### config.mk
export PLATFORM = sky130hd
export DESIGN_NAME = down_sampler
export DESIGN_NICKNAME = d
export VERILOG_FILES = /design/src/rtl/down_sampler.sv
export SDC_FILE = /design/constraint.sdc
export NUM_CORES = 2
export LEC_CHECK = 0
export CORE_MARGIN = 2
export CORE_UTILIZATION = 50
export DETAILED_ROUTE_END_ITERATION = 10
export DONT_BUFFER_PORTS = 1
export GPL_TIMING_DRIVEN = 0
export SLEW_MARGIN = 0
export SYNTH_ARGS = -nofsm -noshare
export SYNTH_HDL_FRONTEND = slang
export SYNTH_SLANG_ARGS = --single-unit
### constraint.sdc
create_clock -name clk -period 20.3 [get_ports clk]
set_clock_uncertainty 0.05 [all_clocks]
set_input_delay 2.03 -clock clk [delete_from_list [all_inputs] [get_ports clk]]
set_output_delay 2.03 -clock clk [all_outputs]
set_load 0.02 [all_outputs]
### src/rtl/down_sampler.sv
// 2x2 box-average decimator: raster pixels in, one rounded average per 2x2 block out.
// Latency: one cycle from the accept of a block's bottom-right pixel to dout/valid_out.
// Never backpressures; state advances only on valid & ~empty, so stalls just add delay.
module down_sampler #(
    parameter int WIDTH  = 640,
    parameter int HEIGHT = 480
) (
    input  logic       clk,
    input  logic       rst,
    input  logic       valid,
    input  logic [7:0] din,
    input  logic       empty,
    output logic [7:0] dout,
    output logic       valid_out,
    output logic       frame_done
);

    localparam int CW   = (WIDTH > 2) ? $clog2(WIDTH) : 1;
    localparam int RW   = (HEIGHT > 2) ? $clog2(HEIGHT) : 1;
    localparam int HALF = WIDTH / 2;
    localparam int AW   = (HALF > 1) ? $clog2(HALF) : 1;

    localparam logic [CW-1:0] COL_LAST = CW'(WIDTH - 1);
    localparam logic [RW-1:0] ROW_LAST = RW'(HEIGHT - 1);

    typedef enum logic {
        EVEN_ROW = 1'b0,
        ODD_ROW  = 1'b1
    } state_t;

    state_t        state;
    state_t        state_next;
    logic [CW-1:0] col;
    logic [RW-1:0] row;
    logic [7:0]    hold;
    logic [8:0]    linebuf [HALF];

    logic          accept;
    logic          col_odd;
    logic          col_last;
    logic          row_last;
    logic          block_out;
    logic          lb_write;
    logic [AW-1:0] lb_addr;
    logic [8:0]    pair_sum;
    logic [9:0]    total;
    logic [7:0]    avg;

    assign accept   = valid & ~empty;
    assign col_odd  = col[0];
    assign col_last = (col == COL_LAST);
    assign row_last = (row == ROW_LAST);
    assign lb_addr  = AW'(col >> 1);

    assign pair_sum  = {1'b0, hold} + {1'b0, din};
    assign total     = {1'b0, linebuf[lb_addr]} + {1'b0, pair_sum};
    // +2 before the divide by four gives round-half-up; 4*255+2 still fits 10 bits.
    assign avg       = 8'((total + 10'd2) >> 2);

    assign block_out = accept & col_odd & (state == ODD_ROW);
    assign lb_write  = accept & col_odd & (state == EVEN_ROW);

    always_ff @(posedge clk) begin
        if (rst) begin
            state <= EVEN_ROW;
        end else begin
            state <= state_next;
        end
    end

    always_comb begin
        state_next = state;
        if (accept && col_last) begin
            if (row_last || state == ODD_ROW) begin
                state_next = EVEN_ROW;
            end else begin
                state_next = ODD_ROW;
            end
        end
    end

    always_ff @(posedge clk) begin
        if (rst) begin
            col  <= '0;
            row  <= '0;
            hold <= 8'h00;
        end else if (accept) begin
            if (!col_odd) begin
                hold <= din;
            end
            if (col_last) begin
                col <= '0;
                row <= row_last ? '0 : row + RW'(1);
            end else begin
                col <= col + CW'(1);
            end
        end
    end

    // Every entry is rewritten on the even row before the odd row reads it, so no reset.
    always_ff @(posedge clk) begin
        if (!rst && lb_write) begin
            linebuf[lb_addr] <= pair_sum;
        end
    end

    always_ff @(posedge clk) begin
        if (rst) begin
            dout       <= 8'h00;
            valid_out  <= 1'b0;
            frame_done <= 1'b0;
        end else begin
            valid_out  <= block_out;
            frame_done <= block_out & col_last & row_last;
            if (block_out) begin
                dout <= avg;
            end
        end
    end

endmodule

## After elaboration in Yosys (flattened, before gate mapping)

Memories as Yosys holds them, arrays and structs flattened. A register that Yosys moved wholly into a read port is not among the register bits.
Index checks and enable logic that the tools add are counted.

| word-level totals | value |
|---|---|
| memories kept | 1 |
| output and inout port bits | 10 |
| register bits after elaboration | 38 |
| RAM bits | 2,880 |
| input port bits | 12 |

| operators by class | value |
|---|---|
| bitwise operators | 9 |
| equality and inequality tests | 2 |
| add/sub/neg operators | 5 |
| reduce and logical (&&, ||, !) cells | 6 |
| muxes and demuxes | 7 |

Memory list:

| name | words | bits a word | read ports | clocked after Yosys merged registers in | wr ports | line | RTL |
|---|---|---|---|---|---|---|---|
| linebuf | 320 | 9 | 1 | 1 | 1 | 36 | `logic [8:0] linebuf [HALF];` |

Operator list:

| operator | count |
|---|---|
| 2-to-1 mux 9 bit | 3 |
| adder 10 x 1 -> 10 bit, second input constant | 1 |
| adder 10 x 2 -> 10 bit, second input constant | 1 |
| adder 9 x 9 -> 10 bit | 1 |
| == test 10 bit, second input constant | 1 |
| 2-to-1 mux 10 bit | 1 |
| adder 8 x 8 -> 9 bit | 1 |
| adder 9 x 1 -> 9 bit, second input constant | 1 |
| == test 9 bit, second input constant | 1 |
| bitwise AND 1 bit | 6 |
| AND reduction 2 bit | 2 |
| 2-to-1 mux 1 bit | 3 |
| inverter 1 bit | 3 |
| logical AND 1 bit | 2 |
| logical NOT 1 bit | 1 |
| logical OR 1 bit | 1 |

## Logic depth before layout (Yosys ltp)

| depth | value |
|---|---|
| word-level depth | 7 |
| depth in mapped cells | 25 |
| mapped depth without buffers | 21 |

## Worst setup path before layout

No wires, ideal clock.

| timing | value |
|---|---|
| path type | input -> register |
| start | input din[0] |
| end | register dout[6] |
| buffers on the path | 0 |
| slack | 5.653 ns |
| data arrival time | 14.479 ns |
| cell stages on the path | 13 |
| data required time | 20.133 ns |
| cells stage by stage | ha_1 fa_1 a21o_1 a21oi_1 xnor2_1 ha_1 ha_1 inv_1 nor3_1 a2111oi_4 a211oi_1 or3_1 a32o_1 |

| on the way | value |
|---|---|
| word-level cells in the longest chain between the ends | 3 |

RTL lines:

| element | line | RTL |
|---|---|---|
| start: declaration | 11 | `input logic [7:0] din,` |
| adder 8 x 8 -> 9 bit | 55 | `assign pair_sum = {1'b0, hold} + {1'b0, din};` |
| named net pair_sum[4] | 45 | `logic [8:0] pair_sum;` |
| adder 9 x 9 -> 10 bit | 56 | `assign total = {1'b0, linebuf[lb_addr]} + {1'b0, pair_sum};` |
| adder 10 x 2 -> 10 bit | 58 | `assign avg = 8'((total + 10'd2) >> 2);` |
| end signal: assignment | 116 | `dout <= avg;` |
| end: declaration | 13 | `output logic [7:0] dout,` |

The timed path passes the listed nets, and every way through them passes these cells.
A chain may end at the register's enable or synchronous reset.

==> results_dict.tcl <==
set metrics [dict create \
    status "complete, but fails checks" \
    violations "max-capacitance violations, max-slew violations" \
    syn_inst 4904 \
    place_hpwl_um 228000 \
    clockBufferDepth 4 \
    drtIter0Drc 8627 \
    post_synth.cell_area_avg_um2 23.1 \
    grt_max_degree 101 \
    wl_per_cell_um 38.7 \
    cts.sinks 2927 \
    cts_tree "done" \
    worstPathArrival_ns 9.71 \
    power.total_mw 12.9 \
    max_stage_delay_ns 1.13 \
    place.port_buffers 0 \
    grt_pass1_wl_um 451000 \
    hold_buffers 0 \
    synthFlopType "edfxtp_1" \
    finalSetupViolCount 0 \
    die_area_mm2 0.231 \
    cts_root_buf "clkbuf_16" \
    fillCellCount 16300 \
    die_h_um 480 \
    period_minus_slack_ns 8.92 \
    synth_largest_area_cell "edfxtp_1" \
    maxCapViolCount 10 \
    finalHoldViolCount 0 \
    synth.area.top_cells "edfxtp_1 (76%), mux4_2 (18%), nor2_1 (1.2%), dfxtp_1 (0.83%), clkbuf_1 (0.47%)" \
    ys_ff_latch 2927 \
    synthesis.nets 4943 \
    synth_edf_count 2880 \
    via_count 55900 \
    post-cts-setup-buffers 0 \
    worst_pin_slew_ns 1.62 \
    route.detailed.drc 0 \
    design.core.area_mm2 0.225 \
    rows 174 \
    yosysTopAreaCellShare_pct 76.2 \
    cts_resized 0 \
    peakVddDrop_mv 0.0905 \
    place_ws_ns 11.64 \
    worstSkewPairLatency_ns 0.93 \
    async_flop_share_pct 0 \
    nNetsFinal 5371 \
    worstSetupStartpointType "flip-flop" \
    max_slew_margin_pct -7.85 \
    initial_core_util_pct 50.4 \
    pin_count 22 \
    firstDrtPassIters 6 \
    p_per_area_mw_per_mm2 100 \
    cp_top_family "buffers and inverters" \
    p_leak_nw 38.7 \
    synth.most_common_cell "edfxtp_1" \
    final_cell_area_mm2 0.129 \
    finalWorstSetupSlack_ns 11.38 \
    finalSetupTns_ns 0 \
    cp_num_buf_inv 5 \
    path_cells "buf_4 > buf_2 > buf_2 > clkbuf_1 > clkbuf_1 > mux4_2 > mux4_2 > mux4_2 > a21oi_1 > ha_1 > nand2b_1 > nor2_1 > nand2b_1 > fa_1 > nor2b_1 > o21ai_0 > a21boi_0 > o21ai_0 > a21boi_0 > o21a_1 > nor3_1 > nand3b_1 > a21oi_1" \
    wl_um 331000 \
    min_path_type "flip-flop to flip-flop" \
    area_growth_pct 13.6 \
    clkSlewWorstSetupHoldPaths_ns 0.06 \
    synthesis.area_mm2 0.114 \
    vias_per_cell 6.53 \
    ys_types 60 \
    ant_nets 0 \
    max_freq_ghz 0.112 \
    synth_common_cells "edfxtp_1 (2880), mux4_2 (912), nor2_1 (371)" \
    critPathCaptureType "flip-flop" \
    grt_pass1_vias 54400 \
    utilization_pct 57.2 \
    antenna_found_initial 22 \
    cp_max_fo 10 \
    cp.required_ns 21.09 \
    worstSetupPathType "flip-flop to flip-flop" \
    drive_above_1_share_pct 28.6 \
    yosysWarningCount 0 \
    period_share_pct 43.9 \
    rsz0062_at_grt "no" \
    gp_routability_congestion 0.891 \
    place_area_mm2 0.119 \
    htreeDepth 5 \
    multi_input_area_mm2 0.0248 \
    cp_common_cell "mux4_2" \
    regArea_mm2 0.0874 \
    report.final.slew_viol_count 93 \
    crit_path_top_delay_cell "clkbuf_1" \
    grt.total_usage_pct 28.9 \
    overflow 0 \
    die_w_um 480 \
    cts_buffers 315 \
    ys_seq_area_share_pct 77.0 \
]
-- cells by family (layout without fill, tap and decap cells) --
group                    Yosys count  after routing  share of synthesized area (%)
AO/OA/AOI/OAI                     92             92                          0.583
XOR/XNOR                          23             23                          0.177
adder cells (fa/ha/maj)           27             27                          0.311
buffers and inverters            304            960                           1.24
AND/OR/NAND/NOR                  569            569                           2.13
multiplexers                     962            962                           18.5
flip-flops                      2927           2927                           77.0
other                              0              3                              0
-- final cells by class --
cell class / instances / area share [%]
multi-input combinational: 1673 / 19.2
buffer: 289 / 1.07
tap: 2992 / 2.90
sequential: 2927 / 67.8
clock inverter: 155 / 1.02
antenna: 3 / 0.00582
timing repair buffer: 111 / 1.46
clock buffer: 390 / 6.47
inverter: 15 / 0.0437
-- tightest hold or removal path: stages, from the launching register on --
cell	delay, ns
dfxtp_1	0.32
nand2_1	0.06
a21oi_1	0.05
-- state kept, by name (all words and copies together), names as in the netlist, named ones only --
register	count
valid_out	1
linebuf	2880
state	1
dout	8
col	10
frame_done	1
hold	8
row	9
-- through the flow --
| step | cells | hold slack [ns] |
|---|---|---|
| after global routing | 8553 | 0.446 |
| after CTS | 8552 | 0.425 |
| after detailed placement | 8007 | 0.417 |
| after floorplan | 4904 | 0.394 |
| final | 8555 | 0.422 |
| after global placement | 7896 | 0.419 |
-- final timing paths --
path              from      end  slack, ns  cells after the start
min reg2reg     row[1]   row[1]       0.42                      2
max          flip-flop  dout[7]      11.38                     23
max reg2reg  flip-flop  dout[7]      11.38                     23
min             row[1]   row[1]       0.42                      2
-- routing by layer --
metal | GRT usage [%] | up-vias | share of wire (%) | wire length (µm)
li1 | - | 21700 | - | -
met1 | 42.2 | 30400 | 40 | 132000
met2 | 42.5 | 3221 | 45 | 149000
met3 | 7.75 | 606 | 11 | 37500
met4 | 9.59 | 10 | 3.7 | 12400
met5 | 0.207 | - | 0.037 | 124
-- power breakdown --
part	total [mW]	switching, mW	internal (mW)
logic	0.611	0.411	0.200
clock network	5.49	2.30	3.19
registers	6.80	0.00108	6.80
-- placed cells by master (no fill, tap or decap), types with 23 or more instances in the layout --
| master | instances |
|---|---|
| nor2b_1 | 31 |
| clkinv_1 | 73 |
| buf_2 | 84 |
| ha_1 | 24 |
| buf_8 | 64 |
| clkbuf_1 | 186 |
| mux2i_1 | 46 |
| nor2_1 | 371 |
| clkinv_2 | 46 |
| clkbuf_16 | 321 |
| dfxtp_1 | 47 |
| buf_1 | 29 |
| nand2_1 | 85 |
| bufinv_16 | 23 |
| mux4_2 | 912 |
| buf_6 | 30 |
| edfxtp_1 | 2880 |
Note: power is estimated with default switching activity, not from simulation.
